File: src/rtl/sum_accumulator_64_pkg.sv
// -----------------------------------------------------------------------------
// sum_accumulator_64_pkg
// Shared definitions for the batch accumulator behind the 64-bit adder datapath:
//   ADD_W   - datapath width of ripple_adder_64
//   state_t - accumulator FSM state (IDLE / ACCUM / HOLD)
// -----------------------------------------------------------------------------
package sum_accumulator_64_pkg;

    localparam int ADD_W = 64;

    typedef enum logic [1:0] {
        S_IDLE  = 2'd0,
        S_ACCUM = 2'd1,
        S_HOLD  = 2'd2
    } state_t;

endpackage

File: src/rtl/sum_accumulator_64_if.sv
// -----------------------------------------------------------------------------
// sum_accumulator_64_if
// Handshake bundle for sum_accumulator_64.
//   Input side : IN_VALID, IN_READY, IN_SUM, IN_CARRY, CLEAR
//   Output side: OUT_VALID, OUT_READY, OUT_ACC, OUT_OVF, BEAT_CNT
// Modports:
//   master - producer/consumer around the block (drives IN_*, CLEAR, OUT_READY)
//   slave  - the accumulator itself
// -----------------------------------------------------------------------------
interface sum_accumulator_64_if #(
    parameter int ACC_W = 72,
    parameter int BATCH = 4
);
    import sum_accumulator_64_pkg::*;

    localparam int CNT_W = $clog2(BATCH + 1);

    logic             IN_VALID;
    logic             IN_READY;
    logic [ADD_W-1:0] IN_SUM;
    logic             IN_CARRY;
    logic             CLEAR;
    logic             OUT_VALID;
    logic             OUT_READY;
    logic [ACC_W-1:0] OUT_ACC;
    logic             OUT_OVF;
    logic [CNT_W-1:0] BEAT_CNT;

    modport master (
        output IN_VALID, IN_SUM, IN_CARRY, CLEAR, OUT_READY,
        input  IN_READY, OUT_VALID, OUT_ACC, OUT_OVF, BEAT_CNT
    );

    modport slave (
        input  IN_VALID, IN_SUM, IN_CARRY, CLEAR, OUT_READY,
        output IN_READY, OUT_VALID, OUT_ACC, OUT_OVF, BEAT_CNT
    );

endinterface

File: src/rtl/sum_accumulator_64_adder.sv
// -----------------------------------------------------------------------------
// ripple_adder_64
// 64-bit ripple-carry adder, no carry-in.
//   A, B  in  64  operands
//   SUM   out 64  A + B modulo 2^64
//   CARRY out 1   carry out of bit 63
// -----------------------------------------------------------------------------
module ripple_adder_64
    import sum_accumulator_64_pkg::*;
(
    input  logic [ADD_W-1:0] A,
    input  logic [ADD_W-1:0] B,
    output logic [ADD_W-1:0] SUM,
    output logic             CARRY
);

    always_comb begin : p_ripple
        logic v_c;
        v_c = 1'b0;
        SUM = '0;
        for (int unsigned i = 0; i < ADD_W; i++) begin
            SUM[i] = A[i] ^ B[i] ^ v_c;
            v_c    = (A[i] & B[i]) | (v_c & (A[i] ^ B[i]));
        end
        CARRY = v_c;
    end

endmodule

File: src/rtl/sum_accumulator_64.sv
// -----------------------------------------------------------------------------
// sum_accumulator_64
// Accumulates BATCH adder results {IN_CARRY,IN_SUM} into an ACC_W-bit total and
// presents the batch total on an output handshake.
//   CLK    in  1  rising-edge clock
//   RESET  in  1  synchronous, active-high
//   bus    slave modport of sum_accumulator_64_if:
//          IN_VALID/IN_READY/IN_SUM/IN_CARRY - beat input handshake
//          CLEAR                             - discard partial batch
//          OUT_VALID/OUT_READY/OUT_ACC       - batch total handshake
//          OUT_OVF                           - sticky wrap flag of the total
//          BEAT_CNT                          - beats accepted in this batch
// Parameters: ACC_W >= 66, BATCH >= 1.
// -----------------------------------------------------------------------------
module sum_accumulator_64
    import sum_accumulator_64_pkg::*;
#(
    parameter int ACC_W = 72,
    parameter int BATCH = 4
) (
    input  logic                 CLK,
    input  logic                 RESET,
    sum_accumulator_64_if.slave  bus
);

    localparam int CNT_W = $clog2(BATCH + 1);
    localparam int UP_W  = ACC_W - ADD_W;
    localparam int HI_W  = UP_W + 1;

    state_t             r_state;
    state_t             w_state_next;
    logic [ACC_W-1:0]   r_acc;
    logic               r_ovf;
    logic [CNT_W-1:0]   r_count;

    logic               w_in_ready;
    logic               w_accept;
    logic               w_last;
    logic               w_hold;
    logic [ADD_W-1:0]   w_lo_sum;
    logic               w_lo_carry;
    logic [HI_W-1:0]    w_hi_sum;
    logic [ACC_W-1:0]   w_acc_next;

    // Low 64 bits go through the shared ripple adder; the upper slice absorbs
    // IN_CARRY plus the ripple carry, and its own carry-out marks a wrap.
    ripple_adder_64 u_adder (
        .A     (r_acc[ADD_W-1:0]),
        .B     (bus.IN_SUM),
        .SUM   (w_lo_sum),
        .CARRY (w_lo_carry)
    );

    always_comb begin
        w_hi_sum   = {1'b0, r_acc[ACC_W-1:ADD_W]} + HI_W'(bus.IN_CARRY) + HI_W'(w_lo_carry);
        w_acc_next = {w_hi_sum[UP_W-1:0], w_lo_sum};
    end

    always_comb begin
        w_hold     = (r_state == S_HOLD);
        w_in_ready = !w_hold && !bus.CLEAR;
        w_accept   = bus.IN_VALID && w_in_ready;
        w_last     = w_accept && (r_count == CNT_W'(BATCH - 1));
    end

    // FSM: state register
    always_ff @(posedge CLK) begin
        if (RESET) begin
            r_state <= S_IDLE;
        end else begin
            r_state <= w_state_next;
        end
    end

    // FSM: next-state logic
    always_comb begin
        w_state_next = r_state;
        case (r_state)
            S_IDLE, S_ACCUM: begin
                if (bus.CLEAR) begin
                    w_state_next = S_IDLE;
                end else if (w_accept) begin
                    w_state_next = w_last ? S_HOLD : S_ACCUM;
                end
            end
            S_HOLD: begin
                if (bus.OUT_READY) begin
                    w_state_next = S_IDLE;
                end
            end
            default: w_state_next = S_IDLE;
        endcase
    end

    // FSM: outputs (total and flag are masked outside HOLD)
    always_comb begin
        bus.IN_READY  = w_in_ready;
        bus.OUT_VALID = w_hold;
        bus.OUT_ACC   = w_hold ? r_acc : '0;
        bus.OUT_OVF   = w_hold ? r_ovf : 1'b0;
        bus.BEAT_CNT  = r_count;
    end

    // Accumulator, overflow flag and beat counter
    always_ff @(posedge CLK) begin
        if (RESET) begin
            r_acc   <= '0;
            r_ovf   <= 1'b0;
            r_count <= '0;
        end else if (w_hold) begin
            if (bus.OUT_READY) begin
                r_acc   <= '0;
                r_ovf   <= 1'b0;
                r_count <= '0;
            end
        end else if (bus.CLEAR) begin
            r_acc   <= '0;
            r_ovf   <= 1'b0;
            r_count <= '0;
        end else if (w_accept) begin
            r_acc   <= w_acc_next;
            r_ovf   <= r_ovf | w_hi_sum[UP_W];
            r_count <= r_count + CNT_W'(1);
        end
    end

endmodule

File: src/flat_wrapper.sv
// flat-port wrapper written by rule: the top's interface ports become plain ports
module sum_accumulator_64_flat import sum_accumulator_64_pkg::*;
#(
    parameter int ACC_W = 72,
    parameter int BATCH = 4
)
  (CLK, RESET, bus_IN_VALID, bus_IN_SUM, bus_IN_CARRY, bus_CLEAR, bus_OUT_READY, bus_IN_READY, bus_OUT_VALID, bus_OUT_ACC, bus_OUT_OVF, bus_BEAT_CNT);
  sum_accumulator_64_if #(.ACC_W(ACC_W), .BATCH(BATCH)) bus_i ();
  input  logic CLK;
  input  logic RESET;
  input wire logic [$bits(bus_i.IN_VALID)-1:0] bus_IN_VALID;
  input wire logic [$bits(bus_i.IN_SUM)-1:0] bus_IN_SUM;
  input wire logic [$bits(bus_i.IN_CARRY)-1:0] bus_IN_CARRY;
  input wire logic [$bits(bus_i.CLEAR)-1:0] bus_CLEAR;
  input wire logic [$bits(bus_i.OUT_READY)-1:0] bus_OUT_READY;
  output wire logic [$bits(bus_i.IN_READY)-1:0] bus_IN_READY;
  output wire logic [$bits(bus_i.OUT_VALID)-1:0] bus_OUT_VALID;
  output wire logic [$bits(bus_i.OUT_ACC)-1:0] bus_OUT_ACC;
  output wire logic [$bits(bus_i.OUT_OVF)-1:0] bus_OUT_OVF;
  output wire logic [$bits(bus_i.BEAT_CNT)-1:0] bus_BEAT_CNT;
  assign bus_i.IN_VALID = bus_IN_VALID;
  assign bus_i.IN_SUM = bus_IN_SUM;
  assign bus_i.IN_CARRY = bus_IN_CARRY;
  assign bus_i.CLEAR = bus_CLEAR;
  assign bus_i.OUT_READY = bus_OUT_READY;
  assign bus_IN_READY = bus_i.IN_READY;
  assign bus_OUT_VALID = bus_i.OUT_VALID;
  assign bus_OUT_ACC = bus_i.OUT_ACC;
  assign bus_OUT_OVF = bus_i.OUT_OVF;
  assign bus_BEAT_CNT = bus_i.BEAT_CNT;
  sum_accumulator_64 #(.ACC_W(ACC_W), .BATCH(BATCH)) u_core (.CLK(CLK), .RESET(RESET), .bus(bus_i));
endmodule
File: config.mk
export PLATFORM = sky130hd
export DESIGN_NAME = sum_accumulator_64_flat
export DESIGN_NICKNAME = d
export VERILOG_FILES = /design/src/rtl/sum_accumulator_64_pkg.sv /design/src/rtl/sum_accumulator_64_if.sv /design/src/rtl/sum_accumulator_64_adder.sv /design/src/rtl/sum_accumulator_64.sv /design/src/flat_wrapper.sv
export SDC_FILE = /design/constraint.sdc
export NUM_CORES = 1
export LEC_CHECK = 0
export BUFFER_PORTS_ARGS = -buffer_cell sky130_fd_sc_hd__buf_2
export CORE_ASPECT_RATIO = 1.75
export CORE_MARGIN = 2
export CORE_UTILIZATION = 30
export DETAILED_ROUTE_END_ITERATION = 12
export SLEW_MARGIN = 30
export SYNTH_ARGS = -nofsm -noshare
export SYNTH_HDL_FRONTEND = slang
export SYNTH_HIERARCHICAL = 1
export SYNTH_SLANG_ARGS = --single-unit
File: constraint.sdc
create_clock -name CLK -period 28.3 [get_ports CLK]
set_input_delay 2.83 -clock CLK [delete_from_list [all_inputs] [get_ports CLK]]
set_output_delay 2.83 -clock CLK [all_outputs]
set_load 0.01 [all_outputs]
# Word-level counts from Yosys, hierarchy flattened

Index checks and enable logic that the tools add are counted.

$add $sub $neg: 3
Eq/ne operators: 5
Mux-type cells: 19
Bitwise gates (word level): 318
Reduce and logical (&&, ||, !) cells: 10

Operators with widths:

| operator                                               | count |
|---|---|
| 2-to-1 mux 72 bit                                      | 5 |
| AND 1 bit                                              | 127 |
| bitwise XOR 1 bit                                      | 127 |
| bitwise OR 1 bit                                       | 64 |
| 2-to-1 mux 3 bit                                       | 4 |
| adder 8 x 1 -> 9 bit                                   | 1 |
| adder 9 x 1 -> 9 bit                                   | 1 |
| 2-to-1 mux 2 bit                                       | 4 |
| 2-to-1 mux 1 bit                                       | 5 |
| one-hot mux 2 bit (2 select lines)                     | 1 |
| AND reduction 2 bit                                    | 2 |
| adder 3 x 1 -> 3 bit (second input constant)           | 1 |
| == test 3 x 2 -> 1 bit (second input constant)         | 1 |
| logical AND 1 bit                                      | 3 |
| inequality test 3 x 2 -> 1 bit (second input constant) | 1 |
| nonzero test 3 bit                                     | 1 |
| == test 2 x 1 -> 1 bit (second input constant)         | 1 |
| == test 2 bit (second input constant)                  | 1 |
| logical NOT 1 bit                                      | 2 |
| logical NOT 2 bit                                      | 1 |
| inequality test 2 bit (second input constant)          | 1 |
| OR reduction 2 bit                                     | 1 |

Flip-flop bits (word level): 78
Input port bits: 70
Output and inout bits: 78
Logic and storage cells: 359

# Logic depth before layout (Yosys ltp)

Gate-level depths: netlist of run 1.

Depth in word-level cells: 132
Mapped depth: 74
Depth with buffers taken out: 74

# Cells and area by module

The synthesis of run 1 kept the hierarchy.

By module, submodules not included:

| module             | instances | cells an instance | area each (sq um) |
|---|---|---|---|
| sum_accumulator_64 | 1         | 374               | 3290.7 |
| ripple_adder_64    | 1         | 74                | 1311.3 |

# Worst setup path before layout of run 1

No wires, ideal clock.

Path kind: input-to-reg
From: input port bus_IN_SUM[0]
To: register u_core.r_acc[70]
Setup time: 0.127 ns
Arrival time: 27.583 ns
Slack: 0.590 ns
Stages on the path: 74
Path buffers: 0
Path through: ha_1 fa_1 fa_1 fa_1 fa_1 fa_1 fa_1 fa_1 fa_1 fa_1 fa_1 fa_1 fa_1 fa_1 fa_1 fa_1 inv_1 fa_1 [38 not listed] fa_1 fa_1 fa_1 fa_1 fa_1 fa_1 fa_1 fa_1 fa_1 inv_1 fa_1 inv_1 fa_1 ha_1 nand3_1 a2111oi_0 xnor2_1 nor2_1

Cells in the longest elaborated chain, start to end: 131

Ends and longest elaborated chain:

| item                        | RTL line                       | source |
|---|---|---|
| start, declared             | flat_wrapper.sv:12             | `input wire logic [$bits(bus_i.IN_SUM)-1:0] bus_IN_SUM;` |
| AND 1 bit (2 in series)     | sum_accumulator_64_adder.sv:23 | `v_c = (A[i] & B[i]) \| (v_c & (A[i] ^ B[i]));` |
| bitwise OR 1 bit            | sum_accumulator_64_adder.sv:23 |  |
| AND 1 bit                   | sum_accumulator_64_adder.sv:23 |  |
| bitwise OR 1 bit            | sum_accumulator_64_adder.sv:23 |  |
| AND 1 bit                   | sum_accumulator_64_adder.sv:23 |  |
| bitwise OR 1 bit            | sum_accumulator_64_adder.sv:23 |  |
| AND 1 bit                   | sum_accumulator_64_adder.sv:23 |  |
| bitwise OR 1 bit            | sum_accumulator_64_adder.sv:23 |  |
| [115 not listed]            | -                              |  |
| bitwise OR 1 bit            | sum_accumulator_64_adder.sv:23 |  |
| AND 1 bit                   | sum_accumulator_64_adder.sv:23 |  |
| bitwise OR 1 bit            | sum_accumulator_64_adder.sv:23 |  |
| named net u_core.w_lo_carry | sum_accumulator_64.sv:41       | `logic w_lo_carry;` |
| adder 9 x 1 -> 9 bit        | sum_accumulator_64.sv:55       | `w_hi_sum = {1'b0, r_acc[ACC_W-1:ADD_W]} + HI_W'(bus.IN_CARRY) + HI_W'(w_lo_carry);` |
| 2-to-1 mux 72 bit           | sum_accumulator_64.sv:120      | `end else if (w_accept) begin` |
| 2-to-1 mux 72 bit           | sum_accumulator_64.sv:116      | `end else if (bus.CLEAR) begin` |
| 2-to-1 mux 72 bit           | sum_accumulator_64.sv:110      | `end else if (w_hold) begin` |
| end signal, assigned        | sum_accumulator_64.sv:121      | `r_acc <= w_acc_next;` |
| end, declared               | sum_accumulator_64.sv:32       | `logic [ACC_W-1:0] r_acc;` |

The timed path passes the listed nets, and every way through them passes these cells. The select of a mux whose other input is x is not followed.
A chain may end at the register's enable or synchronous reset.

# Worst setup path after layout of run 1

Same ends and word-level chain as after synthesis.

==> results.md, run 1 <==
- Syn Std Cell Area: 4600 um^2
- Number of DRC markers in iteration 0: 164
- P&R area growth vs syn: 27.0%
- TritonCTS buffer count: 9
- Aggregate global-route resource usage: 13.9%
- CORE AREA: 14900 um^2
- GRT met2 Usage: 24.9%
- Max_cap viols: 0
- FILL cells: 1533
- Clock Tree Buf Depth: 2
- Warnings from Yosys: 6
- Period minus WS final: 27.66 ns
- Antenna violations before repair: 0
- Post-synthesis cell type count: 31
- Number of nets in the layout: 716
- Syn_area_per_cell: 10.3 um^2
- FF+latch area: 1560 um^2
- CP Class: in2reg
- Clk sink count: 78
- Vias in the first global route: 3882
- Vias: 3674
- Pwr Total: 0.280 mW
- H-tree depth: 3
- CP max stage delay: 0.41 ns
- Final period util: 97.8%
- Number of synthesized register bits: 78
- Initial cell density of the core: 30.9%
- Cells after Synth: 448
- Row count: 59
- Setup WS post-layout: 0.635 ns
- Run status: finished clean
- Worst setup SP type: primary input
- CTS tree: built
- Hold_sp: u_core/r_state[1]
- Syn Nets: 586
- PortBufs: 147
- Die area: 16400 um^2
- Hold Fails Final Rpt: 0
- Critical R2R Launch: u_core/r_acc[0]
- RD Place Congestion: 0.762
- Reg2reg path depth: 74
- Grt peak-use layer: met2
- Largest net degree at the start of global routing: 76
- Setup Skew: 0.00765 ns
- DPL Wire Length: 8.03 mm
- Sequential-to-total area share from yosys stat: 33.9%
- M1 GR Usage: 16.0%
- Wirelength per Cell: 14.6 um
- Die Wd: 97.6 um
- Final ANT Viol Nets: 0
- Max VDD drop: 30.9 uV
- Ant. Diodes: 0
- WP data required: 28.50 ns
- F_max: 36.1 MHz
- Critical path peak fanout: 4
- Area of the multi-input gates: 2900 um^2
- DRT Pass-1 Iters: 5
- GRT met3 Usage: 3.11%
- Die Y: 168 um
- CP dominant cell by count: fa_1
- Slew @ Worst Pin: 0.801 ns
- Hold Path Class: reg2reg
- Root buffer cell: clkbuf_16
- Leak: 2.65 nW
- Post-route DRC: 0
- Worst-path clk slew: 0.06 ns
- Final WL: 11.2 mm
- Most common cell after layout, fill and taps aside: buf_2
- Critical path's slowest cell: fa_1
- Worst hold slack: 0.473 ns
- IO Count: 148
- Pre-CTS worst setup slack: -0.767 ns
- Slew Viols, Final: 0
- Layout cells sized above 1: 33.7%
- Commonest non-fill, non-tap cells in the layout: buf_2, nor2_1, dfxtp_1
- Clock latency on the worst-skew pair: 0.33 ns
- CP startpoint: bus_IN_SUM[0]
- GR Overflow Total: 0
- # setup viols final: 0
- Arr. time, crit path: 27.87 ns
- First-pass GRT wire length: 18.7 mm
- Hold depth: 1
- Worst Setup End Kind: flop
- Post-CTS Setup Inserts: 0
- Avg Vias per Cell: 4.80
- Rel. slew slack: 46.6%
- P per Cell Area: 48.0 nW/um^2
-- critical path, delay by kind of cell --
family / cells / cell delay (ns)
adder cells (fa/ha/maj): 66 / 24.21
buffers and inverters: 5 / 0.36
XOR/XNOR: 1 / 0.19
AND/OR/NAND/NOR: 2 / 0.17
AO/OA/AOI/OAI: 1 / 0.08
-- final cells by class --
type | count | share of cell area, %
clock inverters | 5 | 1.43
multi-input cells | 322 | 49.7
well taps | 183 | 3.92
clock buffers | 10 | 4.09
flip-flops and latches | 78 | 26.7
inverters | 16 | 1.07
repair buffers | 151 | 13.1
-- where the power goes --
part           switching (mW)  leakage, nW  total [mW]  internal [mW]
clock network          0.0453        0.151       0.125         0.0793
logic                  0.0191         1.86      0.0364         0.0174
registers             0.00483        0.635       0.119          0.114
-- sequential cells by signal (all words and copies together), names as in the netlist --
signal               count
u_core/r_acc            72
u_core/bus.BEAT_CNT      3
u_core/r_state           2
u_core/r_ovf             1
-- metrics by stage --
step	TNS (ns)	util, %	std cells	cell area, um^2
CTS	0	38.9	765	5800
global route	-0.0201	39.2	765	5840
detailed placement	-5.45	36.6	750	5460
floorplan	0	-	448	4600
global placement	-2.89	36.6	750	5460
finish	0	39.2	765	5840
-- layer usage --
layer  vias up  part of all wire, %  wire (um)
met1      1801                   38       4240
met3        12                  6.0        667
met2       113                   54       6090
met4         0                  1.8        201
li1       1748                    -          -
met5         -                    0          0
-- path summary, 6_finish.rpt --
| kind | endpoint | slack, ns |
|---|---|---|
| min reg2reg | u_core/r_state[0] | 0.47 |
| max | u_core/r_acc[70] | 0.64 |
| max reg2reg | u_core/r_acc[70] | 2.85 |
| min | u_core/r_state[0] | 0.47 |
-- logic make-up (layout without fill, tap and decap cells) --
group | after synthesis | after routing | synth area share (%)
fa+ha+maj | 68 | 68 | 28.9
flops | 78 | 78 | 33.9
simple gates | 168 | 168 | 18.7
compound gates | 82 | 82 | 13.3
buf+inv | 48 | 182 | 4.38
xor+xnor | 4 | 4 | 0.761
-- cells in the mapped netlist --
master	count	area share, %
a2111oi_0	2	0.38
a211oi_1	3	0.49
a21o_1	1	0.16
a21oi_1	3	0.33
a22oi_1	68	11
a31oi_1	1	0.14
and2_1	71	9.7
buf_2	17	1.8
clkbuf_1	15	1.2
dfxtp_1	78	34
fa_1	64	28
ha_1	4	1.1
inv_1	15	1.2
inv_2	1	0.081
nand2_1	4	0.33
nand2b_1	2	0.27
nand3_1	4	0.44
nand4_1	1	0.14
nor2_1	79	6.4
nor3_1	1	0.11
nor3b_2	1	0.27
nor3b_4	1	0.41
nor4_1	1	0.14
nor4bb_1	1	0.22
o21ai_0	1	0.11
o21ba_2	1	0.22
o21bai_1	1	0.16
o32ai_1	1	0.19
or2_2	1	0.14
or3b_1	1	0.19
xnor2_1	4	0.76
-- timing repair --
action	in CTS	in global routing
hold buffers	0	0
hold endpoints to repair	0	0
resized for setup	9	15
gates cloned	0	0
setup endpoints to repair	9	10
pin swaps	0	1
(Power assumes the default switching activity.)
==> run 2: changes to the inputs <==
--- a/config.mk
+++ b/config.mk
@@ -6,9 +6,10 @@
 export NUM_CORES = 1
 export LEC_CHECK = 0
-export BUFFER_PORTS_ARGS = -buffer_cell sky130_fd_sc_hd__buf_2
+export BUFFER_PORTS_ARGS = -buffer_cell sky130_fd_sc_hd__buf_4
 export CORE_ASPECT_RATIO = 1.75
 export CORE_MARGIN = 2
 export CORE_UTILIZATION = 30
 export DETAILED_ROUTE_END_ITERATION = 12
+export RECOVER_POWER = 50
 export SLEW_MARGIN = 30
 export SYNTH_ARGS = -nofsm -noshare
==> constraint.sdc (replaced) <==
create_clock -name CLK -period 28.3 [get_ports CLK]
set_input_delay 2.83 -clock CLK [delete_from_list [all_inputs] [get_ports CLK]]
set_output_delay 2.83 -clock CLK [all_outputs]
set_load 0.05 [all_outputs]
==> results.md, run 2 (synthesized netlist as in run 1, its figures left out) <==
- DP Area: 5820 um^2
- GRT met2 Usage: 27.6%
- Final Cell Area: 6070 um^2
- Layout cells sized above 1: 29.9%
- Final period util: 97.7%
- Worst setup SP type: primary input
- CP dominant cell by count: fa_1
- Die area: 16400 um^2
- CP top delay family: adder cells
- GR Overflow Total: 0
- Max_cap viols: 1
- Vias in the first global route: 3949
- CP Class: in2reg
- IO Count: 148
- Grt peak-use layer: met2
- Clock Tree Buf Depth: 2
- RD Place Congestion: 0.759
- WP buf/inv: 5
- PortBufs: 147
- Critical path peak fanout: 4
- Clock latency on the worst-skew pair: 0.33 ns
- Commonest non-fill, non-tap cells in the layout: buf_4, nor2_1, dfxtp_1
- Worst-path clk slew: 0.06 ns
- Pwr Total: 0.261 mW
- Initial cell density of the core: 30.9%
- Rel. slew slack: -45.2%
- Wirelength per Cell: 15.2 um
- Number of nets in the layout: 716
- Reg with most FFs: u_core/r_acc
- Setup WS post-layout: 0.650 ns
- Number of DRC markers in iteration 0: 147
- FF+latch area: 1560 um^2
- CTS tree: built
- TritonCTS buffer count: 9
- GRT met3 Usage: 3.65%
- Pre-CTS worst setup slack: -0.917 ns
- Max FFs per register: 72
- First-pass GRT wire length: 19.6 mm
- DRT Pass-1 Iters: 4
- Aggregate global-route resource usage: 14.7%
- Hold Path Class: reg2reg
- Max VDD drop: 25.7 uV
- Largest net degree at the start of global routing: 76
- Reg2reg path depth: 74
- Leak: 2.52 nW
- Non-filler cells, final: 764
- P&R area growth vs syn: 31.9%
- P per Cell Area: 43.1 nW/um^2
- Ant. Diodes: 0
- Antenna violations before repair: 0
- Worst path depth: 75
- DPL Wire Length: 8.23 mm
- WP data required: 28.50 ns
- Placed Cells: 750
- Area of the multi-input gates: 2910 um^2
- Slew Viols, Final: 75
- CP max stage delay: 0.41 ns
- # setup viols final: 0
- H-tree depth: 3
- Hold Fails Final Rpt: 0
- CORE AREA: 14900 um^2
- Final ANT Viol Nets: 0
- Slew @ Worst Pin: 2.17 ns
- Final WL: 11.6 mm
- Root buffer cell: clkbuf_16
- Period minus WS final: 27.65 ns
- F_max: 36.2 MHz
- Arr. time, crit path: 27.85 ns
- Die Y: 168 um
- RSZ-0062 raised after global routing: false
- Setup Skew: 0.00716 ns
- Clk sink count: 78
- Failing checks: max-capacitance violations, max-slew violations
- Post-route DRC: 0
- Avg Vias per Cell: 4.80
- Most common cell after layout, fill and taps aside: buf_4
- Worst Setup End Kind: flop
- M1 GR Usage: 16.5%
- FILL cells: 1516
- Vias: 3668
- Critical path's slowest cell: fa_1
- Die Wd: 97.6 um
- Run status: finished, violations left
- Row count: 59
- Final Util: 40.7%
- Hold depth: 1
[run 2: metrics by stage]
stage,hold slack (ns),setup TNS [ns]
after floorplan,0.429,0
after global placement,0.448,-5.13
after detailed placement,0.479,-7.20
after CTS,0.487,0
after global routing,0.526,0
final,0.489,0
[run 2: area by class of cell]
type | count | area share [%]
multi-input combinational | 322 | 47.9
sequential | 78 | 25.7
timing repair buffer | 151 | 17.4
clock buffer | 10 | 3.77
tap | 183 | 3.77
inverter | 16 | 1.01
clock inverter | 4 | 0.433
[run 2: final timing paths]
path | from | endpoint | slack [ns]
worst min register to register | u_core/r_state[1] | u_core/r_state[0] | 0.49
worst max-delay path | bus_IN_SUM[0] | u_core/r_acc[70] | 0.65
worst max register to register | u_core/r_acc[0] | u_core/r_acc[70] | 2.88
worst min-delay path | u_core/r_state[1] | u_core/r_state[0] | 0.49
[run 2: repair_timing]
action | in CTS | in global routing
buffers inserted | 0 | 0
hold buffers | 0 | 0
endpoints found under the setup margin | 9 | 10
resized for setup | 13 | 13
pin swaps | 0 | 1
[run 2: layer usage]
metal / share of wire (%) / vias to the layer above
met5: 0 / -
met4: 0.99 / 0
met3: 5.5 / 8
met2: 55 / 90
met1: 38 / 1827
li1: - / 1743
[run 2: power breakdown]
| part | internal [mW] | switching, mW | leakage (nW) | total [mW] |
|---|---|---|---|---|
| registers | 0.114 | 0.00478 | 0.635 | 0.119 |
| logic | 0.0199 | 0.0199 | 1.77 | 0.0397 |
| clock network | 0.0582 | 0.0443 | 0.124 | 0.103 |
| total | 0.193 | 0.0689 | 2.52 | 0.261 |
